<file path="config.mk">
export PLATFORM = sky130hd
export DESIGN_NAME = scan_controller
export DESIGN_NICKNAME = d
export VERILOG_FILES = /design/src/rtl/scan_controller.sv
export SDC_FILE = /design/constraint.sdc
export NUM_CORES = 1
export LEC_CHECK = 0
export ABC_AREA = 1
export BUFFER_PORTS_ARGS = -buffer_cell sky130_fd_sc_hd__buf_2
export CORE_MARGIN = 5
export CORE_UTILIZATION = 55
export DETAILED_ROUTE_END_ITERATION = 12
export PLACE_DENSITY = 0.72
export SLEW_MARGIN = 30
export SYNTH_ARGS = -nofsm -noshare
export SYNTH_HDL_FRONTEND = slang
export SYNTH_SLANG_ARGS = --single-unit
</file>
<file path="constraint.sdc">
create_clock -name clk -period 3.8 [get_ports clk]
set_input_delay 0.38 -clock clk [delete_from_list [all_inputs] [get_ports clk]]
set_output_delay 0.38 -clock clk [all_outputs]
set_load 0.005 [all_outputs]
</file>
<file path="src/rtl/scan_controller.sv">
// Four-digit multiplexed display scanner with frame-synchronous double buffering.
// Loads land in a pending buffer and reach the display only at a frame boundary.
module scan_controller #(
  parameter int REFRESH_DIV = 100000
) (
  input  logic        clk,
  input  logic        rst_n,
  input  logic        load,
  input  logic [15:0] value,
  input  logic [3:0]  blank,
  output logic [1:0]  sel,
  output logic [3:0]  digit,
  output logic        dark,
  output logic        tick
);

  localparam int CW = (REFRESH_DIV > 1) ? $clog2(REFRESH_DIV) : 1;
  localparam logic [CW-1:0] LAST = CW'(REFRESH_DIV - 1);

  logic [CW-1:0] cnt;
  logic [15:0]   pend_value;
  logic [3:0]    pend_blank;
  logic          pend;
  logic [15:0]   disp_value;
  logic [3:0]    disp_blank;

  logic          tc;
  logic          frame;
  logic [1:0]    sel_nx;
  logic [15:0]   disp_value_nx;
  logic [3:0]    disp_blank_nx;

  // A load on the boundary cycle bypasses the pending buffer entirely.
  always_comb begin
    tc            = (cnt == LAST);
    frame         = tc && (sel == 2'd3);
    sel_nx        = tc ? sel + 2'd1 : sel;
    disp_value_nx = disp_value;
    disp_blank_nx = disp_blank;
    if (frame && load) begin
      disp_value_nx = value;
      disp_blank_nx = blank;
    end else if (frame && pend) begin
      disp_value_nx = pend_value;
      disp_blank_nx = pend_blank;
    end
  end

  always_ff @(posedge clk or negedge rst_n) begin
    if (!rst_n) begin
      cnt        <= '0;
      sel        <= 2'd0;
      tick       <= 1'b0;
      digit      <= 4'd0;
      dark       <= 1'b0;
      pend       <= 1'b0;
      pend_value <= 16'd0;
      pend_blank <= 4'd0;
      disp_value <= 16'd0;
      disp_blank <= 4'd0;
    end else begin
      cnt        <= tc ? '0 : cnt + CW'(1);
      sel        <= sel_nx;
      tick       <= tc;
      disp_value <= disp_value_nx;
      disp_blank <= disp_blank_nx;
      // Output nibble tracks the post-edge sel and display, so it moves with sel.
      digit      <= disp_value_nx[{sel_nx, 2'b00} +: 4];
      dark       <= disp_blank_nx[sel_nx];
      if (load) begin
        pend_value <= value;
        pend_blank <= blank;
      end
      if (frame)
        pend <= 1'b0;
      else if (load)
        pend <= 1'b1;
    end
  end

endmodule

</file>
# [Word-level counts from Yosys, hierarchy flattened]
# Index checks and enable logic that the tools add are counted.
[word_totals] ff_bits=66 input_bits=23 out_inout_bits=8 elab_cells=30
[op_classes] n_addsub=2 n_lt_le_gt_ge=1 n_eq_ne=2 shifts=1 n_mux=10 n_reduce_logical=4
[op_table] cell="16-bit two-way mux" n=2
[op_table] cell="17-bit by 1-bit adder with 17-bit output, second input constant" n=1
[op_table] cell="17-bit equality test, second input constant" n=1
[op_table] cell="17-bit two-way mux" n=1
[op_table] cell="16-bit by 5-bit indexed part select with 4-bit output" n=1
[op_table] cell="4-bit two-way mux" n=2
[op_table] cell="1-bit logical AND" n=3
[op_table] cell="2-bit by 3-bit less-than comparator with 1-bit output, second input constant" n=1
[op_table] cell="1-bit two-way mux" n=3
[op_table] cell="2-bit by 1-bit adder with 2-bit output, second input constant" n=1
[op_table] cell="1-bit binary-select mux with 2-bit select" n=1
[op_table] cell="2-bit equality test, second input constant" n=1
[op_table] cell="2-bit two-way mux" n=1
[op_table] cell="2-bit nonzero test" n=1

# [Longest topological paths before layout]
# Gate-level depths: netlist of run 1.
[depth] word_depth=7 ltp_mapped=14 mapped_depth_nobuf=13

# [Worst setup path before layout of run 1]
# No wires, ideal clock.
[synth_timing] kind="reg2reg" from="register cnt[0]" to="register digit[2]" setup_time_ns=0.117 arrival_ns=1.649 t_required_ns=3.683 slack_ns=2.033 path_stages_with_launch=12 path_buffers=1 period_less_slack_ns=1.767 cell_sequence="dfrtp_1 > ha_1 > nand2_1 > inv_1 > nand2_1 > nor2_2 > nand3_2 > xor2_1 > clkbuf_1 > nand3_1 > nand3_1 > nand2_1"
[synth_via] elab_chain_cells=6 elab_cells_between_ends=8 cone_classes="eq/ne (1); shift (1); mux (3); reduce/logical (3)"
[synth_rtl] item="start, declared" line_no="20" rtl="logic [CW-1:0] cnt;"
[synth_rtl] item="start signal, assigned" line_no="62" rtl="cnt <= tc ? '0 : cnt + CW'(1);"
[synth_rtl] item="17-bit equality test *" line_no="35" rtl="tc = (cnt == LAST);"
[synth_rtl] item="1-bit logical AND" line_no="36" rtl="frame = tc && (sel == 2'd3);"
[synth_rtl] item="1-bit logical AND" line_no="43" rtl="end else if (frame && pend) begin"
[synth_rtl] item="16-bit two-way mux" line_no="43"
[synth_rtl] item="16-bit two-way mux" line_no="40" rtl="if (frame && load) begin"
[synth_rtl] item="16-bit by 5-bit indexed part select with 4-bit output *" line_no="68" rtl="digit <= disp_value_nx[{sel_nx, 2'b00} +: 4];"
[synth_rtl] item="end signal, assigned" line_no="68"
[synth_rtl] item="end, declared" line_no="12" rtl="output logic [3:0] digit,"
# Every way passes the cells marked *; elsewhere a longest branch is shown, timed or not.
# A chain may end at the register's enable or synchronous reset.

# [Worst setup path after layout of run 1]
[layout_timing] from="register cnt[0]" to="register digit[1]"
# The elaborated chain is that of the path after synthesis.

==> reports/results.ini, run 1 <==
[status]
status = completed

[critical_path]
cp_slowest_cell = nor2_4
path_cells = ha_1 > nand2_1 > inv_1 > nand2_1 > nor2_2 > nand3_2 > nor2_4 > nand2_2 > clkinv_2 > nand2_1 > nand3_1 > nand3_1 > nand2_1
worstSetupPathType = flop to flop
cp_top_family = simple AND/OR/NAND/NOR gates
worstRegToRegCells = 13
crit_buf_inv = 2
crit_fanout = 22
crit_top_cell = nand2_1
crit_required_ns = 4.08
crit_path_end_kind = flop
r2r_end = digit[1]
slowest_delay_ns = 0.43
timing.rr.start = cnt[0]
arrival_ns = 3.04
start_kind = flop
timing.reg2reg.setup_slack_ns = 1.04

[min_path]
hold_depth = 3
hold_path.class = input pin to flop
whs_endpoint = pend_blank[0]
hold_start = blank[0]

[place]
pre_cts_ws_ns = 1.06
place_hpwl_um = 5120
gp_congestion = 0.962
place_area_um2 = 3450
io_buffers = 30
dp_cells = 511

[clock_network]
clockRootBuffer = clkbuf_8
clock_path_buffers = 2
cts_tree = done
cts.clk_slew.worst_paths_ns = 0.07
clk_latency_ns = 0.34
numCtsBuffers = 9
cts.sinks = 66
cts_max_level = 3

[final_layout]
final_cell_area_um2 = 3660
layout.cells.non_filler = 527
syn2layout_area_growth_pct = 11.5
nFillCells = 520
drive_above_1_share_pct = 15.0
nNetsFinal = 473
antenna_cells = 0

[power_and_ir_drop]
peakVddDrop_mv = 0.284
powerDensity_nw_per_um2 = 382
power.leakage_nw = 2.03
p_total_w = 0.00140

[drt]
vias_per_cell = 5.29
drt_iter0_drc = 186
ant_nets = 0
drt-total-wl_um = 7240
via_count = 2786
firstDrtPassIters = 4
wire_per_inst_um = 13.7
drc = 0

[yosys]
ys_ff_latch = 66
synth_top_area_share_pct = 50.2
avgSynthCellArea_um2 = 7.84
synthDistinctLibCells = 28
synth_top_cell_by_area = dfrtp_1
synth_area_um2 = 3290
synthTopCellsByArea = dfrtp_1 50%, nand3_1 12%, nand2_1 11%
yosysSeqAreaShare_pct = 50.2
netlist_instances = 419
yosysWarnings = 0
synth_nets = 444

[timing]
setup_ws_ns = 1.04
fin_crit_sh_pct = 72.6
rsz0062_at_grt = false
period_minus_slack_ns = 2.76
finalMaxSlewViolations = 0
finClkSkew_ns = 0.00655
setup_viol = 0
worst_pin_slew_ns = 0.897
max_slew_margin_pct = 40.0
finalHoldViolCount = 0
setup_tns_ns = 0
fmax_ghz = 0.362

[grt]
gr-total-overflow = 0
track_usage_pct = 21.3
grt_max_degree = 43
antenna_found_initial = 0
grt_pass1_wl_um = 12500
grt_pass1_vias = 2781

[run]
cap_violations = 0

[die]
fp-row-count = 28
die_area_um2 = 7620
io_pins = 31
core-area_um2 = 5850
die_h_um = 87.3
die_width_um = 87.3
initial_utilization_pct = 56.2

-- layout by cell type, fill, tap and decap left out --
| cell type | synthesis | routed |
|---|---|---|
| xor2_1 | 2 | 2 |
| inv_2 | 4 | 4 |
| bufinv_16 | 0 | 1 |
| nand3_1 | 78 | 78 |
| nor2_4 | 2 | 2 |
| nor4_1 | 2 | 2 |
| nand2_1 | 96 | 96 |
| clkinv_2 | 1 | 2 |
| dlygate4sd3_1 | 0 | 1 |
| nand3_2 | 1 | 1 |
| clkbuf_8 | 0 | 12 |
| inv_1 | 68 | 68 |
| dfrtp_1 | 66 | 66 |
| nand4_1 | 6 | 6 |
| a21oi_1 | 5 | 5 |
| buf_4 | 3 | 3 |
| o22ai_1 | 1 | 1 |
| buf_2 | 1 | 30 |
| o21ai_1 | 1 | 1 |
| or2_1 | 2 | 2 |
| nand2_2 | 11 | 11 |
| nor3_1 | 4 | 4 |
| a221oi_1 | 1 | 1 |
| o21ai_0 | 25 | 25 |
| nor2_1 | 21 | 21 |
| ha_1 | 2 | 2 |
| nor2_2 | 2 | 2 |
| clkbuf_1 | 9 | 1 |
| xnor2_1 | 2 | 2 |
-- worst max-delay path by stage --
| stage | startpoint | endpoint | slack (ns) | cells after the start |
|---|---|---|---|---|
| final | cnt[0] | digit[1] | 1.04 | 13 |
| after detailed placement | cnt[0] | digit[3] | 1.06 | 13 |
| after global placement | cnt[0] | digit[3] | 1.12 | 13 |
| after CTS | cnt[0] | digit[3] | 1.01 | 13 |
| after floorplan | cnt[0] | digit[2] | 2.03 | 11 |
| after global routing | cnt[0] | digit[0] | 0.76 | 13 |
-- per-stage QoR --
stage          hold WS (ns)  util [%]
6_report              0.267      62.6
5_1_grt               0.269      62.6
4_1_cts               0.256      62.6
3_5_place_dp          0.305      59.0
3_3_place_gp          0.302      59.0
2_1_floorplan        0.0844         -
-- power by group --
group	internal [W]	switching (W)	total, W
sequential	0.000721	0.00000487	0.000726
combinational	0.0000188	0.0000434	0.0000621
clock	0.000353	0.000258	0.000611
total	0.00109	0.000306	0.00140
-- registers in the layout, indices dropped and copies added (netlist names) --
register and flops:
cnt 17, disp_value 16, pend_value 16, digit 4
disp_blank 4, pend_blank 4, sel 2, dark 1
pend 1, tick 1
-- routing by layer --
layer | part of all wire, % | vias up | wire, µm | GRT usage (%)
li1 | - | 1375 | - | -
met3 | 5.2 | 18 | 375 | 6.05
met2 | 50 | 95 | 3620 | 33.9
met1 | 42 | 1298 | 3080 | 26.7
met4 | 2.4 | 0 | 171 | 9.62
met5 | 0 | - | 0 | 0
-- repair_timing --
| item | 4_1_cts | 5_1_grt |
|---|---|---|
| hold buffers | 1 | 0 |
| setup buffers | 0 | 0 |
| gates resized for setup | 0 | 0 |
| endpoints found under the hold margin | 13 | 0 |
-- layout make-up --
cell class | count | area [µm²] | share of cell area [%]
Inverter | 73 | 275 | 7.51
Multi-Input combinational cell | 264 | 1260 | 34.3
Clock inverter | 2 | 35.0 | 0.956
Tap cell | 75 | 93.8 | 2.56
Timing Repair Buffer | 34 | 183 | 4.99
Sequential cell | 66 | 1650 | 45.1
Clock buffer | 13 | 169 | 4.61
-- worst reg2reg max path, cell delays in order (launching register included) --
cell and delay, ns:
dfrtp_1 0.37, ha_1 0.18, nand2_1 0.07, inv_1 0.07, nand2_1 0.12, nor2_2 0.14
nand3_2 0.13, nor2_4 0.43, nand2_2 0.40, clkinv_2 0.40, nand2_1 0.13, nand3_1 0.14
nand3_1 0.07, nand2_1 0.06
-- cell usage after synthesis --
library cell	n
nand2_1	96
nand3_1	78
inv_1	68
dfrtp_1	66
o21ai_0	25
nor2_1	21
nand2_2	11
clkbuf_1	9
nand4_1	6
a21oi_1	5
inv_2	4
nor3_1	4
buf_4	3
buf_6	2
ha_1	2
nor2_2	2
nor2_4	2
nor4_1	2
or2_1	2
xnor2_1	2
xor2_1	2
a221oi_1	1
buf_12	1
buf_2	1
clkinv_2	1
nand3_2	1
o21ai_1	1
o22ai_1	1
-- kinds of logic (layout without fill, tap and decap cells) --
family / count (synthesis) / in the layout / share of synthesized area, %
buf+inv: 89 / 122 / 11.5
compound gates: 33 / 33 / 5.18
simple gates: 225 / 225 / 31.2
fa+ha+maj: 2 / 2 / 0.761
xor+xnor: 4 / 4 / 1.07
flops: 66 / 66 / 50.2
Note: power is estimated with default switching activity, not from simulation.
==> run 2: changes to the inputs <==
ABC_AREA = 0   (was 1)
clock period = 2.8 ns   (was 3.8 ns; I/O delays follow)
==> run 2 against run 1 <==
Core utilization up 1.8 points. Wire length shrank 10%. Combinational power grew 67%. Cell count is 32% lower. Sequential power up 37%. Design area decreased by 5.0%. Critical path type unchanged. Largest power group unchanged. Highest routed layer unchanged.
==> reports/results.ini, run 2 <==
[timing]
worst_pin_slew_ns = 0.815
setup_viol = 0
period_minus_slack_ns = 2.54
rsz0062_at_grt = false
fin_crit_sh_pct = 90.7
finalMaxSlewViolations = 0
max_slew_margin_pct = 45.7
setup_tns_ns = 0
fmax_ghz = 0.394
finalHoldViolCount = 0
finClkSkew_ns = 0.00890

[final_layout]
multiInputGateArea_um2 = 1280
final_cell_area_um2 = 3480
largest_register_ffs = 17
top_register = cnt
final_cell_mix = 66 x dfrtp_1, 30 x buf_2
drive_above_1_share_pct = 28.9
layout_commonest_cell = dfrtp_1
syn2layout_area_growth_pct = 15.7
nFillCells = 454
nNetsFinal = 307
antenna_cells = 0
regArea_um2 = 1650
fin_util_pct = 64.4
top_regs = cnt: 17 flops, disp_value: 16 flops, pend_value: 16 flops

[grt]
gr-total-overflow = 0
grt_pass1_vias = 2330
grt_pass1_wl_um = 11400
track_usage_pct = 20.6
grt_max_degree = 37
antenna_found_initial = 0

[yosys]
synth-async-reset-ratio_pct = 100
yosysSeqAreaShare_pct = 54.9
synth_edf_count = 0
ys_ff_latch = 66
synth_commonest_cells = 66 x dfrtp_1, 19 x a221o_1, 19 x a32o_1, 19 x and2_1, 19 x mux2_2
netlist_instances = 244
synthTopCellsByArea = dfrtp_1 55%, mux2_2 7.1%, a221o_1 6.3%
synthDistinctLibCells = 34
yosysWarnings = 0
synthMostInstantiatedCell = dfrtp_1
synth_top_area_share_pct = 54.9
synth_ff_type = dfrtp_1
avgSynthCellArea_um2 = 12.3
synth_top_cell_by_area = dfrtp_1
synth_nets = 269
synth_area_um2 = 3010

[critical_path]
start_kind = flop
crit_required_ns = 3.08
worstSetupPathType = flop to flop
arrival_ns = 2.82
crit_path_end_kind = flop
crit_fanout = 20

[die]
fp-row-count = 27
die_area_um2 = 7050
core-area_um2 = 5410
die_h_um = 84.0
initial_utilization_pct = 55.7
die_width_um = 84.0
io_pins = 31

[drt]
ant_nets = 0
wire_per_inst_um = 18.2
drt-total-wl_um = 6520
via_count = 2133
firstDrtPassIters = 4
drc = 0
drt_iter0_drc = 169
vias_per_cell = 5.94

[clock_network]
cts_setup_buffers = 0
cts.sinks = 66
clock_path_buffers = 2
cts_max_level = 3
cts_resized = 0
numCtsBuffers = 9
cts.clk_slew.worst_paths_ns = 0.07
hold_buffers = 0
clockRootBuffer = clkbuf_8
cts_tree = done
clk_latency_ns = 0.34

[place]
gp_congestion = 0.775
io_buffers = 30
place_hpwl_um = 4500
place_area_um2 = 3280

[min_path]
hold_path.class = input pin to async pin

[status]
status = completed

[run]
cap_violations = 0

[power_and_ir_drop]
power.leakage_nw = 1.63
peakVddDrop_mv = 0.374
powerDensity_nw_per_um2 = 550

-- run 2: cells by family after synthesis --
family | count (synthesis) | share of synthesized area [%]
adder cells (fa/ha/maj) | 2 | 0.831
XOR/XNOR | 15 | 4.36
AND/OR/NAND/NOR | 68 | 13.7
flip-flops | 66 | 54.9
AO/OA/AOI/OAI | 55 | 16.3
buffers and inverters | 18 | 2.54
multiplexers | 20 | 7.44
-- run 2: stage by stage --
stage,setup WS [ns],hold WS (ns),power (W),instances
finish,0.260,0.0288,0.00192,359
global route,0.132,0.0927,0.00200,359
CTS,0.276,0.0486,0.00194,359
detailed placement,0.289,0.417,0.00112,343
global placement,0.320,0.411,0.00112,343
floorplan,0.485,-0.0156,0.00106,244
-- run 2: critical path, stage by stage (launching register included) --
cell and delay (ns):
dfrtp_1 0.43, or4b_4 0.59, nor4_4 0.32, buf_4 0.31, and3_1 0.21, buf_4 0.16, a221o_1 0.19, o22a_1 0.15
o211a_1 0.13
-- run 2: power by group --
group	switching (W)	internal, W	total (W)	leakage (nW)
sequential	0.0000120	0.000983	0.000995	0.855
combinational	0.0000531	0.0000511	0.000104	0.667
clock	0.000361	0.000455	0.000816	0.105
total	0.000427	0.00149	0.00192	1.63
-- run 2: layout make-up --
class	instances	share of cell area, %
clock buffers	11	4.35
clock inverters	5	1.51
inverters	3	0.323
multi-input cells	160	36.9
flip-flops and latches	66	47.4
well taps	72	2.59
repair buffers	42	6.90
-- run 2: metal layers --
metal | vias up | share of wire (%) | GRT usage, % | wire length [µm]
li1 | 1004 | - | - | -
met1 | 1043 | 42 | 24.8 | 2710
met2 | 72 | 51 | 34.6 | 3340
met3 | 14 | 5.3 | 5.53 | 348
met4 | 0 | 1.8 | 8.63 | 117
met5 | - | 0 | 0 | 0
-- run 2: worst paths after layout --
kind                            endpoint  startpoint  slack [ns]  depth (start not counted)
min                               cnt[3]       rst_n        0.03                          1
min reg2reg                       cnt[0]      cnt[0]        0.49                          1
max                             digit[2]      cnt[5]        0.26                          8
max reg2reg                     digit[2]      cnt[5]        0.26                          8
min in group clk           pend_value[2]    value[2]        0.16                          2
max in group asynchronous         cnt[7]       rst_n        2.01                          2
==> run 3: changes to the inputs <==
CORE_UTILIZATION = 45   (was 55)
PLACE_DENSITY = 0.61   (was 0.72)
==> run 3 against run 2 <==
Via count grew 0.80%. Critical path depth decreased by 1. Critical endpoint is now digit[1]. Register-to-register slack worse by 0.05 ns.
==> reports/results.ini, run 3 (synthesized netlist as in run 2, its figures left out) <==
[clock_network]
cts_max_level = 3
numCtsBuffers = 9
cts_resized = 0
cts.clk_slew.worst_paths_ns = 0.07
cts_tree = done
cts_setup_buffers = 0
cts.sinks = 66
clock_path_buffers = 2
hold_buffers = 0
clockRootBuffer = clkbuf_8
clk_latency_ns = 0.35

[timing]
fin_crit_sh_pct = 92.4
holdWs_ns = 0.00217
rsz0062_at_grt = false
period_minus_slack_ns = 2.59
finalMaxSlewViolations = 0
worst_pin_slew_ns = 0.759
setup_ws_ns = 0.212
setup_viol = 0
fmax_ghz = 0.386
finClkSkew_ns = 0.0109
setup_tns_ns = 0
max_slew_margin_pct = 49.4
finalHoldViolCount = 0

[drt]
firstDrtPassIters = 4
drt-total-wl_um = 6550
via_count = 2150
drt_iter0_drc = 114
vias_per_cell = 5.91
drc = 0
wire_per_inst_um = 18.0
ant_nets = 0

[power_and_ir_drop]
pwr-share-seq_pct = 50.4
powerDensity_nw_per_um2 = 563
switching_share_pct = 21.3
peakVddDrop_mv = 0.280
power.leakage_nw = 1.64
clockPowerShare_pct = 44.4
intPower_w = 0.00155
combPwrFrac_pct = 5.2
switching_power_w = 0.000421

[die]
die_width_um = 91.8
die_area_um2 = 8430
die_h_um = 91.8
io_pins = 31
core-area_um2 = 6420
fp-row-count = 29
initial_utilization_pct = 46.9

[grt]
track_usage_pct = 17.3
grt_pass1_wl_um = 11400
antenna_found_initial = 0
grt_max_degree = 35
grt_pass1_vias = 2211
gr-total-overflow = 0

[final_layout]
top_register = cnt
nNetsFinal = 308
largest_register_ffs = 17
drive_above_1_share_pct = 28.6
layout_commonest_cell = dfrtp_1
final_cell_area_um2 = 3510
antenna_cells = 0
syn2layout_area_growth_pct = 16.5
final_cell_mix = 66 x dfrtp_1, 30 x buf_2
top_regs = cnt: 17 flops, disp_value: 16 flops, pend_value: 16 flops
nFillCells = 592

[critical_path]
crit_required_ns = 3.02
r2r_end = digit[1]
crit_fanout = 10
arrival_ns = 2.81
timing.reg2reg.setup_slack_ns = 0.21
timing.rr.start = cnt[5]
worstRegToRegCells = 7
start_kind = flop
crit_path_end_kind = flop
worstSetupPathType = flop to flop

[min_path]
hold_path.class = input pin to async pin

[place]
io_buffers = 30
place_hpwl_um = 4500
pre_cts_ws_ns = 0.224
place_area_um2 = 3290
gp_congestion = 0.809

[run]
cap_violations = 0

[status]
status = completed

[run 3: power groups by stage]
| stage | Clock, W | Sequential (W) | Combinational [W] |
|---|---|---|---|
| 2_1_floorplan | 0 | 0.00101 | 0.0000541 |
| 3_3_place_gp | 0 | 0.00101 | 0.000105 |
| 3_5_place_dp | 0 | 0.00101 | 0.000106 |
| 4_1_cts | 0.000900 | 0.000995 | 0.000106 |
| 5_1_grt | 0.000945 | 0.00100 | 0.000117 |
| 6_report | 0.000876 | 0.000995 | 0.000103 |
[run 3: worst max-delay path: stages, from the launching register on]
cell	delay, ns
dfrtp_1	0.43
or4b_4	0.60
nor4_4	0.38
nand2_1	0.16
buf_4	0.20
a221o_1	0.37
o22ai_1	0.26
nor2_1	0.07
[run 3: per-stage QoR]
step           power [W]  instances  utilization [%]
3_3_place_gp     0.00112        349             51.2
3_5_place_dp     0.00112        349             51.2
5_1_grt          0.00206        364             54.6
4_1_cts          0.00200        364             54.6
2_1_floorplan    0.00106        244                -
6_report         0.00197        364             54.6
[run 3: worst max-delay path by stage]
| stage | depth (start not counted) | from | slack, ns | end |
|---|---|---|---|---|
| global placement | 7 | cnt[5] | 0.26 | digit[1] |
| floorplan | 7 | cnt[5] | 0.49 | digit[2] |
| global route | 7 | cnt[5] | 0.05 | digit[1] |
| CTS | 7 | cnt[5] | 0.21 | digit[1] |
| detailed placement | 7 | cnt[5] | 0.22 | digit[0] |
| finish | 7 | cnt[5] | 0.21 | digit[1] |
[run 3: cell type report]
| class | instances | area, µm² | area share [%] |
|---|---|---|---|
| Clock buffer | 10 | 138 | 3.93 |
| Clock inverter | 5 | 78.8 | 2.25 |
| Inverter | 3 | 11.3 | 0.321 |
| Multi-Input combinational cell | 160 | 1280 | 36.6 |
| Sequential cell | 66 | 1650 | 47.1 |
| Tap cell | 77 | 96.3 | 2.75 |
| Timing Repair Buffer | 43 | 248 | 7.07 |
[run 3: metal layers]
metal | wire (µm) | global-route usage [%]
met5 | 0 | 0
met4 | 98 | 4.95
met3 | 402 | 6.71
met2 | 3160 | 27.3
met1 | 2890 | 22.2
